**src/rtl/time_mux_scan_if.sv**
```systemverilog
`default_nettype none
// ============================================================================
//  Module      : time_mux_scan_if
//  Description : Bundle of scan-control inputs and scan outputs shared by the
//                time-multiplexing scanner and whatever drives it.
//                master : source side; drives en/dwell/blank/mask/d and
//                         observes y/b/idx/slot_start.
//                slave  : scanner side; the opposite directions.
//  Signals     : en         - scan tick
//                dwell      - slot length minus 1, in ticks
//                blank      - blanking ticks between slots (0 = no gap)
//                mask       - per-channel enables
//                d          - packed channel data, channel i at d[i*N +: N]
//                y          - selected channel data
//                b          - one-hot select of the shown channel
//                idx        - index of the current or last shown channel
//                slot_start - pulse on the first cycle of each slot
//  Revision    : 1.0 - initial release
// ============================================================================
interface time_mux_scan_if #(
    parameter int N  = 1,
    parameter int M  = 2,
    parameter int DW = 8,
    parameter int BW = 4
);
    localparam int CW = (M > 1) ? $clog2(M) : 1;

    logic            en;
    logic [DW-1:0]   dwell;
    logic [BW-1:0]   blank;
    logic [M-1:0]    mask;
    logic [M*N-1:0]  d;
    logic [N-1:0]    y;
    logic [M-1:0]    b;
    logic [CW-1:0]   idx;
    logic            slot_start;

    modport master (
        output en, dwell, blank, mask, d,
        input  y, b, idx, slot_start
    );

    modport slave (
        input  en, dwell, blank, mask, d,
        output y, b, idx, slot_start
    );
endinterface
`default_nettype wire

```
**src/rtl/time_mux_scan.sv**
```systemverilog
`default_nettype none
// ============================================================================
//  Module      : time_mux_scan
//  Description : M-channel, N-bit time-multiplexing scanner. Visits enabled
//                channels in round-robin order, holding each for a
//                programmable dwell and optionally inserting a blanking gap
//                between slots. Counting advances only on en ticks; mask
//                drops act immediately.
//  Ports       : clk   - clock
//                reset - synchronous active-high reset
//                bus   - time_mux_scan_if.slave (en, dwell, blank, mask, d in;
//                        y, b, idx, slot_start out, all registered)
//  Revision    : 1.0 - initial release
// ============================================================================
module time_mux_scan #(
    parameter int N  = 1,
    parameter int M  = 2,
    parameter int DW = 8,
    parameter int BW = 4
) (
    input wire             clk,
    input wire             reset,
    time_mux_scan_if.slave bus
);

    localparam int CW   = (M > 1) ? $clog2(M) : 1;
    localparam int CNTW = (DW > BW) ? DW : BW;

    typedef enum logic [1:0] {
        ST_IDLE  = 2'd0,
        ST_SHOW  = 2'd1,
        ST_BLANK = 2'd2
    } state_t;

    state_t          state_q, state_d;
    logic [CW-1:0]   idx_q, idx_d;
    logic [CNTW-1:0] cnt_q, cnt_d;
    logic [N-1:0]    y_q, y_d;
    logic [M-1:0]    b_q, b_d;
    logic            slot_start_q, slot_start_d;

    logic [CW-1:0]   next_incl;
    logic [CW-1:0]   next_excl;
    logic            cur_enabled;
    logic [N-1:0]    cur_data;
    logic            go_show;
    logic [CW-1:0]   go_sel;

    // Round-robin search from 'start'. Candidates are visited by descending
    // distance so the last hit (nearest in scan order) wins. The inclusive
    // form considers distances 0..M-1, the exclusive form 1..M (start last).
    function automatic logic [CW-1:0] search(
        input logic [CW-1:0] start,
        input logic [M-1:0]  m,
        input logic          inclusive
    );
        logic [CW-1:0] sel;
        logic [CW:0]   pos;
        logic [M-1:0]  shifted;
        sel = start;
        for (int k = M; k >= 0; k--) begin
            if ((inclusive && (k < M)) || (!inclusive && (k > 0))) begin
                pos = {1'b0, start} + (CW+1)'(k);
                if (pos >= (CW+1)'(M)) begin
                    pos = pos - (CW+1)'(M);
                end
                shifted = m >> pos;
                if (shifted[0]) begin
                    sel = pos[CW-1:0];
                end
            end
        end
        return sel;
    endfunction

    assign next_incl = search(idx_q, bus.mask, 1'b1);
    assign next_excl = search(idx_q, bus.mask, 1'b0);

    // Mask bit and data of the channel currently addressed by idx.
    always_comb begin
        cur_enabled = 1'b0;
        cur_data    = '0;
        for (int i = 0; i < M; i++) begin
            if (idx_q == CW'(i)) begin
                cur_enabled = bus.mask[i];
                cur_data    = bus.d[i*N +: N];
            end
        end
    end

    always_comb begin
        state_d      = state_q;
        idx_d        = idx_q;
        cnt_d        = cnt_q;
        slot_start_d = 1'b0;
        go_show      = 1'b0;
        go_sel       = idx_q;

        if (bus.mask == '0) begin
            // Nothing left to scan: park in IDLE, idx keeps the last channel.
            state_d = ST_IDLE;
            cnt_d   = '0;
        end else begin
            case (state_q)
                ST_IDLE: begin
                    if (bus.en) begin
                        go_show = 1'b1;
                        go_sel  = next_incl;
                    end
                end
                ST_SHOW: begin
                    // A channel losing its enable ends the slot at once,
                    // independent of en and of the remaining dwell.
                    if (!cur_enabled || (bus.en && (cnt_q == '0))) begin
                        if (bus.blank != '0) begin
                            state_d = ST_BLANK;
                            cnt_d   = CNTW'(bus.blank - BW'(1));
                        end else begin
                            go_show = 1'b1;
                            go_sel  = next_excl;
                        end
                    end else if (bus.en) begin
                        cnt_d = cnt_q - CNTW'(1);
                    end
                end
                ST_BLANK: begin
                    if (bus.en) begin
                        if (cnt_q == '0) begin
                            go_show = 1'b1;
                            go_sel  = next_excl;
                        end else begin
                            cnt_d = cnt_q - CNTW'(1);
                        end
                    end
                end
                default: begin
                    state_d = ST_IDLE;
                end
            endcase
        end

        if (go_show) begin
            state_d      = ST_SHOW;
            idx_d        = go_sel;
            cnt_d        = CNTW'(bus.dwell);
            slot_start_d = 1'b1;
        end

        b_d = '0;
        if (state_d == ST_SHOW) begin
            for (int i = 0; i < M; i++) begin
                b_d[i] = (idx_d == CW'(i));
            end
        end

        // y follows the channel shown during the cycle just ending, so it
        // trails b by one clock and is zero on the first cycle of a new run.
        y_d = ((state_q == ST_SHOW) && (state_d == ST_SHOW)) ? cur_data : '0;
    end

    always_ff @(posedge clk) begin
        if (reset) begin
            state_q      <= ST_IDLE;
            idx_q        <= '0;
            cnt_q        <= '0;
            y_q          <= '0;
            b_q          <= '0;
            slot_start_q <= 1'b0;
        end else begin
            state_q      <= state_d;
            idx_q        <= idx_d;
            cnt_q        <= cnt_d;
            y_q          <= y_d;
            b_q          <= b_d;
            slot_start_q <= slot_start_d;
        end
    end

    assign bus.y          = y_q;
    assign bus.b          = b_q;
    assign bus.idx        = idx_q;
    assign bus.slot_start = slot_start_q;

endmodule
`default_nettype wire
```
**src/flat_wrapper.sv**
```systemverilog
// flat-port wrapper written by rule: the top's interface ports become plain ports
module time_mux_scan_flat 
#(
    parameter int N  = 1,
    parameter int M  = 2,
    parameter int DW = 8,
    parameter int BW = 4
)
  (clk, reset, bus_en, bus_dwell, bus_blank, bus_mask, bus_d, bus_y, bus_b, bus_idx, bus_slot_start);
  time_mux_scan_if #(.N(N), .M(M), .DW(DW), .BW(BW)) bus_i ();
  input wire clk;
  input wire reset;
  input wire logic [$bits(bus_i.en)-1:0] bus_en;
  input wire logic [$bits(bus_i.dwell)-1:0] bus_dwell;
  input wire logic [$bits(bus_i.blank)-1:0] bus_blank;
  input wire logic [$bits(bus_i.mask)-1:0] bus_mask;
  input wire logic [$bits(bus_i.d)-1:0] bus_d;
  output wire logic [$bits(bus_i.y)-1:0] bus_y;
  output wire logic [$bits(bus_i.b)-1:0] bus_b;
  output wire logic [$bits(bus_i.idx)-1:0] bus_idx;
  output wire logic [$bits(bus_i.slot_start)-1:0] bus_slot_start;
  assign bus_i.en = bus_en;
  assign bus_i.dwell = bus_dwell;
  assign bus_i.blank = bus_blank;
  assign bus_i.mask = bus_mask;
  assign bus_i.d = bus_d;
  assign bus_y = bus_i.y;
  assign bus_b = bus_i.b;
  assign bus_idx = bus_i.idx;
  assign bus_slot_start = bus_i.slot_start;
  time_mux_scan #(.N(N), .M(M), .DW(DW), .BW(BW)) u_core (.clk(clk), .reset(reset), .bus(bus_i));
endmodule
```
**config.mk**
```make
export PLATFORM = sky130hd
export DESIGN_NAME = time_mux_scan_flat
export DESIGN_NICKNAME = d
export VERILOG_FILES = /design/src/rtl/time_mux_scan_if.sv /design/src/rtl/time_mux_scan.sv /design/src/flat_wrapper.sv
export SDC_FILE = /design/constraint.sdc
export NUM_CORES = 1
export LEC_CHECK = 0
export CAP_MARGIN = 10
export CORE_ASPECT_RATIO = 1.25
export CORE_MARGIN = 2
export CORE_UTILIZATION = 52
export DETAILED_ROUTE_END_ITERATION = 10
export PLACE_DENSITY = 0.79
export SKIP_LAST_GASP = 1
export SLEW_MARGIN = 20
export SYNTH_ARGS = -nofsm -noshare
export SYNTH_HDL_FRONTEND = slang
export SYNTH_SLANG_ARGS = --single-unit
```
**constraint.sdc**
```tcl
create_clock -name clk -period 2.42 [get_ports clk]
set_input_delay 0.484 -clock clk [delete_from_list [all_inputs] [get_ports clk]]
set_output_delay 0.484 -clock clk [all_outputs]
set_load 0.01 [all_outputs]
```
==> metrics.txt, run 1 <==
drt first-iter violations=45; vias in the first global route=1348; CTS-repair resized insts=0; f_max=460 MHz; core area=0.00240 mm2; PortBufs=23; status=completed; FF-to-FF Start=u_core.cnt_q[0]; die area=0.00294 mm2; worst skew pair latency=0.29 ns; slowest stage delay, CP=0.35 ns; Worst path slowest cell=dfxtp_1; hold path cells=2; slew margin rel.=0.669; Num Clock Sinks=15; routed wire length per instance=15.7 um; Synth cell types=48; GRT Overall Usage=0.250; # DRC=0; Die H=60.1 um; GPL Wtd Cong=~0.94; Worst Path Required=about 2.6 ns; Worst Path Buf+Inv=2; TritonRoute pass-1 iters=5; initial antenna violation count=0; pwr/cell area=512 mW/mm2; Initial Util=0.545; Post-synth EDFFs=0; post-layout min period=2.18 ns; Worst Setup Path Type=flip-flop to flip-flop; HPWL after DPL=2.71 mm; area grow syn2layout=28.7%; GR Overflow Total=0; most frequent cells in the layout=23 x clkdlybuf4s50_1, 16 x nor3_1, 15 x buf_4, 15 x dfxtp_1; crit path max fanout=8; postcts setup bufs=0; Synth Register Bits=15; reg-to-reg endpoint=u_core.cnt_q[1]; largest net degree at the start of global routing=19; final setup vio count=0; max-cap viol count=0; Startpoint Class=flip-flop; wirelength, routed=3.49 mm; Peak VDD IR=383 uV; Total Power=864 uW; WP data arrival=about 2.4 ns; clk buf depth=2; hold crit path type=flip-flop to flip-flop; first-pass GRT wire length=5.70 mm; most common flop cell mapped by yosys=dfxtp_1; Yosys warnings=0; Crit. path cell count=8; Synth Area per Inst=8.34 um2; Max H-tree Level=1; # hold bufs at CTS=0; most common cell after layout, fill and taps aside=clkdlybuf4s50_1; Final Hold Viols=0; Mapped Cells=157; Final Max Slew Viols=0; root buf cell=clkbuf_4; leakage=0.642 nW; Worst-Margin Slew=about 0.49 ns; hold path start=u_core.cnt_q[1]; design area=0.00169 mm2; RSZ-0062 raised after global routing=false; Final ANT Viol Nets=0; std cell rows=20; crit path cell chain=inv_1, ha_1, nor4b_4, a31oi_2, buf_4, o21a_1, a211o_1, a311oi_1; ant diodes=0; Post-DP Area=0.00165 mm2; sequential-to-total area share from yosys stat=0.229; fin crit share=0.899; die width=48.9 um; Post-Synthesis Cell Area=between 0.001 and 0.0015 mm2; fin util=0.702; reg2reg path depth=8; Hold EP=u_core.cnt_q[1]; TritonCTS clock tree=done; r2r setup slk=0.24 ns; Post-Syn Nets=184; layout cells sized above 1=0.148; ys async rst share=0; Crit path max-delay family=compound AO/OA/AOI/OAI gates; total CTS buffers=3; vias per cell=about 6.3; DR vias=1401; crit end category=flip-flop; Clock Pin Slew Worst Setup and Hold Paths=approximately 0.090 ns; io pins=24; fin nets=217; clock skew=about 0.0037 ns
==> final cells by class <==
cell class / count / area (um2)
Clock buffer: 4 / 26.3
Fill cell: 212 / 716
Inverter: 10 / 37.5
Multi-Input combinational cell: 121 / 918
Sequential cell: 15 / 300
Tap cell: 33 / 41.3
Timing Repair Buffer: 39 / 363
==> per-stage QoR <==
step	setup TNS, ns	std cells	hold slack, ns	setup WS (ns)
global placement	0	218	0.597	0.0345
detailed placement	-0.105	218	0.617	-0.105
floorplan	0	157	0.556	0.411
CTS	0	222	0.632	0.182
global route	0	222	0.688	0.0739
finish	0	222	0.635	0.245
==> kinds of logic (layout without fill, tap and decap cells) <==
group | after synthesis | count (layout) | share of synthesized area
compound gates | 56 | 56 | 0.330
xor+xnor | 8 | 8 | 0.0535
fa+ha+maj | 8 | 8 | 0.0764
buf+inv | 21 | 53 | 0.0755
flops | 15 | 15 | 0.229
mux | 3 | 3 | 0.0229
simple gates | 46 | 46 | 0.213
==> per-layer routing <==
metal	track usage	up-vias	part of all wire
li1	-	683	-
met1	0.258	654	0.41
met2	0.501	53	0.51
met3	0.0350	11	0.044
met4	0.114	0	0.030
met5	0	-	0
==> registers in the layout, indices dropped and copies added, names as in the netlist <==
register               flops
u_core.bus.idx             1
u_core.bus.slot_start      1
u_core.bus.b               2
u_core.state_q             2
u_core.bus.y               1
u_core.cnt_q               8
==> tightest hold or removal path, stage by stage, from the launching register on <==
cell and delay, ns:
dfxtp_1 0.34, nor3_1 0.19, a311oi_1 0.07
==> cells in the mapped netlist (all sizes together), types with 4 or more instances <==
library cell | number | area share
clkbuf | 6 | 0.018
xor2 | 6 | 0.040
a311oi | 10 | 0.067
nor3b | 4 | 0.023
buf | 5 | 0.029
a211oi | 5 | 0.032
inv | 10 | 0.029
o21ai | 8 | 0.031
dfxtp | 15 | 0.23
o211ai | 10 | 0.057
nor3 | 17 | 0.069
ha | 8 | 0.076
nor2 | 8 | 0.023
==> report_power, final <==
part | internal, mW | switching, mW | leakage (nW)
Clock | 0.0642 | 0.0875 | 0.0150
Combinational | 0.200 | 0.200 | 0.503
Sequential | 0.276 | 0.0366 | 0.124
Total | 0.540 | 0.324 | 0.642
==> worst max-delay path by stage <==
| stage | from | to |
|---|---|---|
| after CTS | bus_blank[0] | u_core.bus.b[0] |
| after global placement | bus_blank[0] | u_core.bus.b[0] |
| after floorplan | bus_blank[0] | u_core.cnt_q[1] |
| after detailed placement | bus_blank[0] | u_core.bus.b[0] |
| after global routing | u_core.cnt_q[0] | u_core.bus.b[0] |
| final | u_core.cnt_q[0] | u_core.cnt_q[1] |
No activity file was read; power rests on OpenSTA's default activity.
==> inputs of run 2 (changes only) <==
CORE_MARGIN = 3   (was 2)
GPL_TIMING_DRIVEN = 1   (was unset)
==> metrics.txt, run 2 (synthesis gave the netlist of run 1 again) <==
status=completed (unchanged); area grow syn2layout=32.0% (was 28.7%); Final ANT Viol Nets=0 (unchanged); total CTS buffers=3 (unchanged); tightest hold margin=0.613 ns (was 0.635 ns); GR Overflow Total=0 (unchanged); core area=0.00231 mm2 (was 0.00240 mm2); Die H=62.1 um (was 60.1 um); post-layout min period=2.27 ns (was 2.18 ns); crit end category=flip-flop (unchanged); PortBufs=23 (unchanged); fin util=0.750 (was 0.702); vias in the first global route=1451 (was 1348); Peak VDD IR=374 uV (was 383 uV); WP data arrival=2.44 ns (was 2.39 ns); fin crit share=0.939 (was 0.899); HPWL after DPL=2.85 mm (was 2.71 mm); most frequent cells in the layout=23 x clkdlybuf4s50_1, 21 x buf_4, 16 x nor3_1 (was 23 x clkdlybuf4s50_1, 16 x nor3_1, 15 x buf_4, 15 x dfxtp_1); routed wire length per instance=16.8 um (was 15.7 um); die width=50.9 um (was 48.9 um); Worst Setup Path Type=primary input to flip-flop (was flip-flop to flip-flop); hold path start=u_core.cnt_q[1] (unchanged); leakage=0.671 nW (was 0.642 nW); first-pass GRT wire length=6.41 mm (was 5.70 mm); die area=0.00316 mm2 (was 0.00294 mm2); most common cell after layout, fill and taps aside=clkdlybuf4s50_1 (unchanged); Worst Path Required=2.59 ns (was 2.63 ns); Initial Util=0.568 (was 0.545); vias per cell=6.28 (was 6.31); Clock Pin Slew Worst Setup and Hold Paths=0.10 ns (was 0.09 ns); layout cells sized above 1=0.174 (was 0.148); Post-DP Area=0.00168 mm2 (was 0.00165 mm2); Worst-Margin Slew=0.432 ns (was 0.495 ns); # hold bufs at CTS=0 (unchanged); design area=0.00173 mm2 (was 0.00169 mm2); Fillers=191 (was 212); f_max=440 MHz (was 460 MHz); DR vias=1420 (was 1401); std cell rows=19 (was 20); largest net degree at the start of global routing=19 (unchanged); Final Hold Viols=0 (unchanged); GPL Wtd Cong=0.890 (was 0.945); crit path max fanout=8 (unchanged); # DRC=0 (unchanged); hold crit path type=flip-flop to flip-flop (unchanged); Final Max Slew Viols=0 (unchanged); Worst Setup SP=bus_en (was u_core.cnt_q[0]); max FFs per register=8 (unchanged); Num Clock Sinks=15 (unchanged); io pins=24 (unchanged); TritonRoute pass-1 iters=4 (was 5); ant diodes=0 (unchanged); fin nets=223 (was 217); root buf cell=clkbuf_4 (unchanged); pwr/cell area=515 mW/mm2 (was 512 mW/mm2); TritonCTS clock tree=done (unchanged); slew margin rel.=0.709 (was 0.669); clock skew=0.00502 ns (was 0.00371 ns); Top reg by flops=u_core.cnt_q (unchanged); max-cap viol count=0 (unchanged); placed cell count=220 (was 218); final setup vio count=0 (unchanged); worst skew pair latency=0.29 ns (about the same); GRT Overall Usage=0.254 (was 0.250); drt first-iter violations=56 (was 45); fin cells=226 (was 222); clk buf depth=2 (unchanged); Startpoint Class=primary input (was flip-flop); Max H-tree Level=1 (unchanged); wirelength, routed=3.79 mm (was 3.49 mm); initial antenna violation count=0 (unchanged); FF-to-FF Start=u_core.cnt_q[0] (unchanged)
## run 2: cell count changes in the layout (fill, tap and decap cells not counted), sizes merged
cell | before | now
buf | 16 | 22
## run 2: path summary, 6_finish.rpt
path / end / slack, ns / cells after the start
setup / recovery: u_core.bus.b[0] / 0.15 / 6
hold / removal: u_core.cnt_q[1] / 0.61 / 2
setup reg to reg: u_core.bus.b[0] / 0.23 / 8
hold reg to reg: u_core.cnt_q[1] / 0.61 / 2
## run 2: per-stage QoR
stage	total power [mW]	worst slack, ns	TNS [ns]
2_1_floorplan	0.575	0.411	0
5_1_grt	0.948	-0.0713	-0.0713
4_1_cts	0.870	0.148	0
3_3_place_gp	0.710	-0.0314	-0.0314
6_report	0.891	0.149	0
3_5_place_dp	0.720	-0.141	-0.310
## run 2: cell type report
cell class / count / area, um2 / area share
Multi-Input combinational cell: 121 / 918 / 0.531
Timing Repair Buffer: 45 / 408 / 0.236
Sequential cell: 15 / 300 / 0.174
Tap cell: 31 / 38.8 / 0.0224
Inverter: 10 / 37.5 / 0.0217
Clock buffer: 4 / 26.3 / 0.0152
## run 2: worst max-delay path: stages
cell	delay (ns)
clkdlybuf4s50_1	0.67
nor2b_1	0.25
and4_1	0.29
a211o_1	0.21
o221ai_1	0.20
a2111oi_1	0.34
## run 2: repair_timing
action | 4_1_cts | 5_1_grt
endpoints found under the setup margin | 0 | 1
gates resized for setup | 0 | 2
endpoints found under the hold margin | 0 | 0
setup buffers | 0 | 2
## run 2: routing by layer
| layer | global-route usage | vias up | wire length, um |
|---|---|---|---|
| li1 | - | 682 | - |
| met1 | 0.315 | 666 | 1600 |
| met2 | 0.423 | 53 | 1890 |
| met3 | 0.0335 | 19 | 158 |
| met4 | 0.125 | 0 | 140 |
| met5 | 0 | - | 0 |
## run 2: where the power goes
part / total [mW] / switching [mW] / internal (mW)
sequential: 0.307 / 0.0312 / 0.276
combinational: 0.432 / 0.214 / 0.218
clock: 0.152 / 0.0877 / 0.0641
